===== config.mk =====
export PLATFORM = sky130hd
export DESIGN_NAME = lcd_write_arbiter
export DESIGN_NICKNAME = d
export VERILOG_FILES = /design/src/rtl/lcd_arb_pkg.sv /design/src/rtl/lcd_write_arbiter_slot.sv /design/src/rtl/lcd_write_arbiter.sv
export SDC_FILE = /design/constraint.sdc
export NUM_CORES = 1
export LEC_CHECK = 0
export ABC_AREA = 1
export CORE_MARGIN = 5
export CORE_UTILIZATION = 30
export CTS_CLUSTER_SIZE = 25
export DETAILED_ROUTE_END_ITERATION = 12
export HOLD_SLACK_MARGIN = 0.08
export SYNTH_ARGS = -nofsm -noshare
export SYNTH_HDL_FRONTEND = slang
export SYNTH_SLANG_ARGS = --single-unit

===== constraint.sdc =====
create_clock -name clock -period 2.6 [get_ports clock]
set_input_delay 0.52 -clock clock [delete_from_list [all_inputs] [get_ports clock]]
set_output_delay 0.52 -clock clock [all_outputs]
set_load 0.05 [all_outputs]

===== src/rtl/lcd_arb_pkg.sv =====
// Shared types and constants for the LCD write-port arbiter.
package lcd_arb_pkg;

  typedef enum logic [1:0] {
    ST_IDLE  = 2'd0,
    ST_ISSUE = 2'd1,
    ST_GAP   = 2'd2
  } arb_state_t;

  localparam logic GRANT_CPU = 1'b0;
  localparam logic GRANT_KBD = 1'b1;

  // 40 us at 50 MHz between LCD character writes
  localparam int DEF_GAP_CYCLES = 2000;

  // Round-robin choice: a lone requester wins, a tie goes to whoever was not served last
  function automatic logic pick_grant(input logic cpu_pend,
                                      input logic kbd_pend,
                                      input logic last_grant);
    logic g;
    if (cpu_pend && kbd_pend) g = ~last_grant;
    else if (cpu_pend)        g = GRANT_CPU;
    else                      g = GRANT_KBD;
    return g;
  endfunction

endpackage


===== src/rtl/lcd_write_arbiter_slot.sv =====
// Single-entry hold buffer: pending flag plus character register.
// The slot takes a new character when empty or when it is being drained in
// the same cycle, so a requester can refill it on the write-strobe cycle.
module req_hold_slot #(
  parameter int DATA_W = 8
) (
  input  logic              clock,
  input  logic              reset,
  input  logic              i_load,
  input  logic [DATA_W-1:0] i_data,
  input  logic              i_drain,
  output logic              o_pending,
  output logic [DATA_W-1:0] o_data,
  output logic              o_accept
);

  logic              r_pending;
  logic [DATA_W-1:0] r_data;
  logic              w_take;

  assign o_accept  = ~r_pending | i_drain;
  assign w_take    = i_load & o_accept;
  assign o_pending = r_pending;
  assign o_data    = r_data;

  // Pending flag: set on capture, cleared when drained without a refill
  always_ff @(posedge clock or posedge reset) begin
    if (reset)        r_pending <= 1'b0;
    else if (w_take)  r_pending <= 1'b1;
    else if (i_drain) r_pending <= 1'b0;
  end

  // Character register: only meaningful while the pending flag is set
  always_ff @(posedge clock) begin
    if (w_take) r_data <= i_data;
  end

endmodule


===== src/rtl/lcd_write_arbiter.sv =====
// Shares the LCD controller's character-write port between the processor
// (level req/ack) and the PS2 keyboard echo (one-cycle pulse). Each side has
// a one-character hold slot; grants alternate on ties and successive LCD
// strobes are separated by at least GAP_CYCLES clocks.
module lcd_write_arbiter
  import lcd_arb_pkg::*;
#(
  parameter int DATA_W     = 8,
  parameter int GAP_CYCLES = DEF_GAP_CYCLES,
  parameter int CNT_W      = 16
) (
  input  logic              clock,
  input  logic              reset,
  input  logic              cpu_req,
  input  logic [DATA_W-1:0] cpu_data,
  output logic              cpu_ack,
  input  logic              kbd_valid,
  input  logic [DATA_W-1:0] kbd_data,
  output logic              kbd_drop,
  output logic              lcd_wr_en,
  output logic [DATA_W-1:0] lcd_wr_data,
  output logic              busy
);

  localparam logic [CNT_W-1:0] GAP_LOAD = CNT_W'(GAP_CYCLES - 1);

  arb_state_t        r_state;
  logic [CNT_W-1:0]  r_cnt;
  logic              r_last_grant;
  logic              r_wr_en;
  logic [DATA_W-1:0] r_wr_data;
  logic              r_cpu_ack;
  logic              r_kbd_drop;

  logic              w_cpu_load, w_cpu_accept, w_cpu_pend, w_cpu_drain;
  logic              w_kbd_accept, w_kbd_pend, w_kbd_drain;
  logic [DATA_W-1:0] w_cpu_data, w_kbd_data;
  logic              w_grant;

  // A held cpu_req is not re-captured on the ack cycle itself
  assign w_cpu_load  = cpu_req & ~r_cpu_ack;
  // last_grant was latched on entry to ISSUE, so it names the slot being written
  assign w_cpu_drain = (r_state == ST_ISSUE) && (r_last_grant == GRANT_CPU);
  assign w_kbd_drain = (r_state == ST_ISSUE) && (r_last_grant == GRANT_KBD);
  assign w_grant     = pick_grant(w_cpu_pend, w_kbd_pend, r_last_grant);

  req_hold_slot #(.DATA_W(DATA_W)) u_cpu_slot (
    .clock     (clock),
    .reset     (reset),
    .i_load    (w_cpu_load),
    .i_data    (cpu_data),
    .i_drain   (w_cpu_drain),
    .o_pending (w_cpu_pend),
    .o_data    (w_cpu_data),
    .o_accept  (w_cpu_accept)
  );

  req_hold_slot #(.DATA_W(DATA_W)) u_kbd_slot (
    .clock     (clock),
    .reset     (reset),
    .i_load    (kbd_valid),
    .i_data    (kbd_data),
    .i_drain   (w_kbd_drain),
    .o_pending (w_kbd_pend),
    .o_data    (w_kbd_data),
    .o_accept  (w_kbd_accept)
  );

  // Handshake pulses: ack a processor capture, flag a keystroke that found its slot full
  always_ff @(posedge clock or posedge reset) begin
    if (reset) begin
      r_cpu_ack  <= 1'b0;
      r_kbd_drop <= 1'b0;
    end else begin
      r_cpu_ack  <= w_cpu_load & w_cpu_accept;
      r_kbd_drop <= kbd_valid & ~w_kbd_accept;
    end
  end

  // Arbiter FSM: grant in IDLE, strobe for one cycle in ISSUE, then hold off for the gap
  always_ff @(posedge clock or posedge reset) begin
    if (reset) begin
      r_state      <= ST_IDLE;
      r_cnt        <= '0;
      r_last_grant <= GRANT_KBD;
      r_wr_en      <= 1'b0;
      r_wr_data    <= '0;
    end else begin
      r_wr_en <= 1'b0;
      case (r_state)
        ST_IDLE: begin
          if (w_cpu_pend || w_kbd_pend) begin
            r_wr_data    <= (w_grant == GRANT_CPU) ? w_cpu_data : w_kbd_data;
            r_last_grant <= w_grant;
            r_wr_en      <= 1'b1;
            r_state      <= ST_ISSUE;
          end
        end
        ST_ISSUE: begin
          r_cnt   <= GAP_LOAD;
          r_state <= ST_GAP;
        end
        ST_GAP: begin
          if (r_cnt == '0) r_state <= ST_IDLE;
          else             r_cnt   <= r_cnt - CNT_W'(1);
        end
        default: r_state <= ST_IDLE;
      endcase
    end
  end

  assign cpu_ack     = r_cpu_ack;
  assign kbd_drop    = r_kbd_drop;
  assign lcd_wr_en   = r_wr_en;
  assign lcd_wr_data = r_wr_data;
  assign busy        = (r_state != ST_IDLE) | w_cpu_pend | w_kbd_pend;

endmodule

==> flow_metrics.env, run 1 <==
export IMPL_r2r_setup_slack_ps=720
export IMPL_antenna_found_initial=0
export IMPL_start_util_pct=31.0
export IMPL_status="complete, no violations"
export IMPL_final_util_pct=37.9
export IMPL_die_area_um2=9370
export IMPL_setup_viol=0
export IMPL_drt_iter0_markers=39
export IMPL_synth_edf_count=16
export IMPL_ys_types=24
export IMPL_syn_area_per_cell_um2=8.60
export IMPL_gr_total_overflow=0
export IMPL_hold_buffers=0
export IMPL_min_to="u_cpu_slot.o_pending"
export IMPL_grt_max_degree=33
export IMPL_num_io_pins=32
export IMPL_arrival_ps=1700
export IMPL_rr_worst_depth=9
export IMPL_vias_per_cell=4.42
export IMPL_coreArea_um2=7290
export IMPL_final_nets=319
export IMPL_hold_depth=1
export IMPL_synth_nets=284
export IMPL_fin_crit_ps=2220
export IMPL_max_cap_violations=0
export IMPL_worstMarginPinSlew_ps=589
export IMPL_skew_ps=14.3
export IMPL_relSlewSlack_pct=60.7
export IMPL_clock_root_buffer="clkbuf_8"
export IMPL_cellPowerDensity_nw_per_um2=488
export IMPL_timing_rr_start="r_cnt[0]"
export IMPL_endpoint_kind="output port"
export IMPL_hold_slack_ps=485
export IMPL_wirelength_um=4630
export IMPL_grt_pass1_wl_um=8070
export IMPL_syn2layout_area_growth_pct=22.1
export IMPL_cts_tree="built"
export IMPL_die_height_um=96.8
export IMPL_crit_path_top_delay_cell="clkdlybuf4s50_1"
export IMPL_yosysWarningCount=0
export IMPL_multi_input_area_um2=801
export IMPL_min_path_type="reg2reg"
export IMPL_nFillCells=765
export IMPL_finalMaxSlewViolations=0
export IMPL_clk_path_buf_depth=2
export IMPL_finalSetupTns_ps=0
export IMPL_cts_sinks=48
export IMPL_synth_area_um2=2260
export IMPL_placed_area_um2=2680
export IMPL_reg2reg_to="r_cnt[3]"
export IMPL_io_buffers=31
export IMPL_std_cell_rows=31
export IMPL_finalPower_mw=1.35
export IMPL_slowest_delay_ps=710
export IMPL_clk_latency_ps=310
export IMPL_postCtsResizedCells=0
export IMPL_crit_required_ps=2080
export IMPL_dr_pass1_iters=4
export IMPL_async_flop_share_pct=66.7
export IMPL_synth_cells=263
export IMPL_h_tree_depth=2
export IMPL_wl_per_cell_um=11.6
export IMPL_postCtsSetupBuffers=0
export IMPL_period_share_pct=85.6
export IMPL_power_leakage_nw=1.26
export IMPL_ir_drop_mv=0.295
export IMPL_crit_type="reg2out"
export IMPL_synthFlopType="dfrtp_1"
export IMPL_grt_pass1_vias=1772
export IMPL_die_w_um=96.8
export IMPL_drive_gt1_share_pct=10.0
export IMPL_synth_seq_cells=48
export IMPL_cts_made_buffers=5
export IMPL_rsz0062_at_grt="no"
export IMPL_drc_errors=0
export IMPL_postRouteAntennaNets=0
export IMPL_fin_area_um2=2760
export IMPL_crit_path_max_fanout=3
export IMPL_yosysSeqAreaShare_pct=56.7
export IMPL_clk_pin_slew_ps=100
export IMPL_grt_usage_pct=10.4
export IMPL_fmax_mhz=450
export IMPL_num_vias=1761
export IMPL_hold_start="cpu_ack"
export IMPL_seqCellArea_um2=1280
export IMPL_antenna_cells=0
export IMPL_place_congestion=0.867
export IMPL_hpwl_um=3400
export IMPL_hold_viol_final=0
export IMPL_crit_chain="nor2_1 > nand3_1 > clkdlybuf4s50_1"
export IMPL_startpoint_type="register"
-- metal layers --
layer / vias to the layer above / track usage (%) / part of all wire [%]
met5: - / 0 / 0
met4: 0 / 3.24 / 1.5
met3: 8 / 3.53 / 4.0
met2: 34 / 17.8 / 49
met1: 812 / 12.4 / 46
li1: 907 / - / -
-- Yosys cell counts, types with 2 or more instances --
master	number	area (um^2)
nor2_1	42	158
buf_6	2	22.5
nand2_2	4	25.0
inv_1	33	124
o21ai_0	4	20.0
edfxtp_1	16	480
dfrtp_1	31	776
buf_2	4	20.0
nand4_1	6	37.5
nand2_1	71	267
o21a_1	2	15.0
a31oi_1	8	50.1
nand3_1	19	95.1
nor2_2	5	31.3
o21ai_1	2	10.0
o21ai_2	6	52.6
-- sequential cells by signal (all words and copies together), names as in the netlist, 2 cells and up --
name               count
r_cnt                 16
lcd_wr_data            8
u_cpu_slot.o_data      8
u_kbd_slot.o_data      8
r_state                2
-- per-stage QoR --
step | std cells | worst slack [ps]
4_1_cts | 398 | 344
3_3_place_gp | 390 | 704
3_5_place_dp | 390 | 701
5_1_grt | 398 | 290
6_report | 398 | 376
2_1_floorplan | 263 | 865
-- power by group --
| group | leakage, nW | internal (mW) | switching, mW | total, mW |
|---|---|---|---|---|
| Clock | 0.0460 | 0.188 | 0.254 | 0.442 |
| Combinational | 0.683 | 0.0481 | 0.0607 | 0.109 |
| Sequential | 0.529 | 0.791 | 0.00629 | 0.797 |
| Total | 1.26 | 1.03 | 0.321 | 1.35 |
-- cells in the final DEF, fill, tap and decap left out, drive strengths merged --
cell type,Yosys,routed
nand2,75,75
nor2,47,47
inv,34,35
dfrtp,31,31
clkdlybuf4s50,0,31
nand3,19,19
edfxtp,16,16
o21ai,12,12
a31oi,8,8
nand4,6,6
clkbuf,0,5
buf,7,4
o21a,2,2
clkinv,0,2
a21oi,1,1
nor3,1,1
o211ai,1,1
or2,1,1
ha,1,1
dfstp,1,1
-- worst max path at each step --
stage / slack, ps / end / cells past startpoint / start
2_1_floorplan: 860 / u_cpu_slot.o_data[0] / 6 / r_state[1]
3_3_place_gp: 700 / busy / 3 / r_state[1]
3_5_place_dp: 700 / busy / 3 / r_state[1]
4_1_cts: 340 / busy / 3 / r_state[1]
5_1_grt: 290 / busy / 3 / r_state[1]
6_report: 380 / busy / 3 / r_state[1]
-- cell families (layout without fill, tap and decap cells) --
family	count (synthesis)	in the layout	synth area share (%)
DFF	48	48	56.7
adders and majority gates	1	1	0.553
buffers and inverters	41	77	7.86
AOI/OAI and AO/OA	24	24	7.25
and+or+nand+nor	149	149	27.6
-- critical path: cells and delay by family (launching register included) --
family        cells  cell delay, ps
buf+inv           1             710
flops             1             410
simple gates      2             280
-- cell type report --
cell class                 instances  area share, %
clock buffer                       5           2.49
sequential                        48           46.4
multi-input combinational        174           29.0
timing repair buffer              35           12.3
clock inverter                     3          0.634
tap                               99           4.49
inverter                          34           4.62
Note: power is estimated with default switching activity, not from simulation.
==> run 2: changes to the inputs <==
- PLACE_DENSITY_LB_ADDON: unset -> 0.15
==> flow_metrics.env, run 2 (synthesized netlist as in run 1, its figures left out) <==
export IMPL_status="complete, no violations"
export IMPL_start_util_pct=31.0
export IMPL_ir_drop_mv=0.214
export IMPL_drive_gt1_share_pct=9.73
export IMPL_syn2layout_area_growth_pct=22.9
export IMPL_crit_type="reg2out"
export IMPL_hpwl_um=3520
export IMPL_fin_crit_ps=2250
export IMPL_dr_pass1_iters=4
export IMPL_grt_pass1_vias=1660
export IMPL_antenna_found_initial=0
export IMPL_wl_per_cell_um=12.4
export IMPL_final_nets=318
export IMPL_rsz0062_at_grt="no"
export IMPL_finalSetupTns_ps=0
export IMPL_drt_iter0_markers=117
export IMPL_setup_viol=0
export IMPL_placed_area_um2=2670
export IMPL_skew_ps=6.79
export IMPL_io_buffers=31
export IMPL_hold_viol_final=0
export IMPL_dp_cells=389
export IMPL_cellPowerDensity_nw_per_um2=523
export IMPL_cts_sinks=48
export IMPL_gr_total_overflow=0
export IMPL_antenna_cells=0
export IMPL_fmax_mhz=445
export IMPL_h_tree_depth=2
export IMPL_cts_tree="built"
export IMPL_startpoint_type="register"
export IMPL_vias_per_cell=4.32
export IMPL_die_area_um2=9370
export IMPL_num_vias=1714
export IMPL_min_path_type="reg2reg"
export IMPL_grt_max_degree=33
export IMPL_postCtsResizedCells=0
export IMPL_die_w_um=96.8
export IMPL_num_io_pins=32
export IMPL_setup_slack_ps=351
export IMPL_largest_reg_flops=16
export IMPL_clk_pin_slew_ps=100
export IMPL_clk_path_buf_depth=2
export IMPL_grt_usage_pct=10.7
export IMPL_arrival_ps=1730
export IMPL_final_common_cell="nand2_1"
export IMPL_slowest_delay_ps=720
export IMPL_worstMarginPinSlew_ps=670
export IMPL_std_cell_rows=31
export IMPL_wirelength_um=4940
export IMPL_crit_path_top_delay_cell="clkdlybuf4s50_1"
export IMPL_crit_required_ps=2080
export IMPL_final_cell_mix="71 x nand2_1, 42 x nor2_1, 33 x inv_1, 31 x dfrtp_1, 31 x clkdlybuf4s50_1"
export IMPL_grt_pass1_wl_um=8230
export IMPL_cts_made_buffers=5
export IMPL_hold_slack_ps=486
export IMPL_fin_area_um2=2780
export IMPL_final_cells=397
export IMPL_clk_latency_ps=300
export IMPL_power_leakage_nw=1.26
export IMPL_postCtsSetupBuffers=0
export IMPL_crit_chain="nor2_1 > nand3_1 > clkdlybuf4s50_1"
export IMPL_place_congestion=0.815
export IMPL_coreArea_um2=7290
export IMPL_period_share_pct=86.5
export IMPL_crit_path_max_fanout=3
export IMPL_postRouteAntennaNets=0
export IMPL_hold_buffers=0
export IMPL_preCtsSetupSlack_ps=592
export IMPL_finalPower_mw=1.45
export IMPL_top_register="r_cnt"
export IMPL_clock_root_buffer="clkbuf_8"
export IMPL_max_cap_violations=0
export IMPL_die_height_um=96.8
export IMPL_endpoint_kind="output port"
export IMPL_finalMaxSlewViolations=0
export IMPL_drc_errors=0
export IMPL_relSlewSlack_pct=55.1
export IMPL_final_util_pct=38.1
## run 2: changes by cell type in the layout (fill, tap and decap cells not counted)
cell / previous run / this run
buf_4: 4 / 3
bufinv_16: 0 / 1
clkinv_2: 1 / 0
clkinv_4: 0 / 1
inv_6: 1 / 0
## run 2: worst paths after layout
| check | start | end | slack [ps] | cells past startpoint |
|---|---|---|---|---|
| min | cpu_ack | u_cpu_slot.o_pending | 490 | 1 |
| max reg2reg | r_state[1] | u_cpu_slot.o_data[6] | 590 | 5 |
| min in group asynchronous | reset | lcd_wr_data[5] | 610 | 3 |
| min reg2reg | cpu_ack | u_cpu_slot.o_pending | 490 | 1 |
| max in group asynchronous | reset | r_last_grant | 1640 | 3 |
| max | r_state[1] | busy | 350 | 3 |
## run 2: worst max-delay path, delay by kind of cell, from the launching register on
kind | cells | cell delay [ps]
buffers and inverters | 1 | 720
flip-flops | 1 | 420
AND/OR/NAND/NOR | 2 | 290
## run 2: report_power, final
part / switching, mW / total [mW] / internal (mW)
Sequential: 0.00597 / 0.797 / 0.791
Combinational: 0.0607 / 0.109 / 0.0482
Clock: 0.264 / 0.549 / 0.285
## run 2: metal layers
metal / vias to the layer above / GRT usage (%) / share of wire [%]
met3: 2 / 3.31 / 4.8
li1: 908 / - / -
met1: 771 / 14.6 / 50
met5: - / 0 / 0
met4: 0 / 2.92 / 0.63
met2: 33 / 16.5 / 44
## run 2: cell type report
type | instances | area [um^2]
clock buffer | 5 | 68.8
clock inverter | 3 | 42.5
fill | 755 | 4510
inverter | 34 | 128
multi-input combinational | 174 | 801
sequential | 48 | 1280
tap | 99 | 124
timing repair buffer | 34 | 333
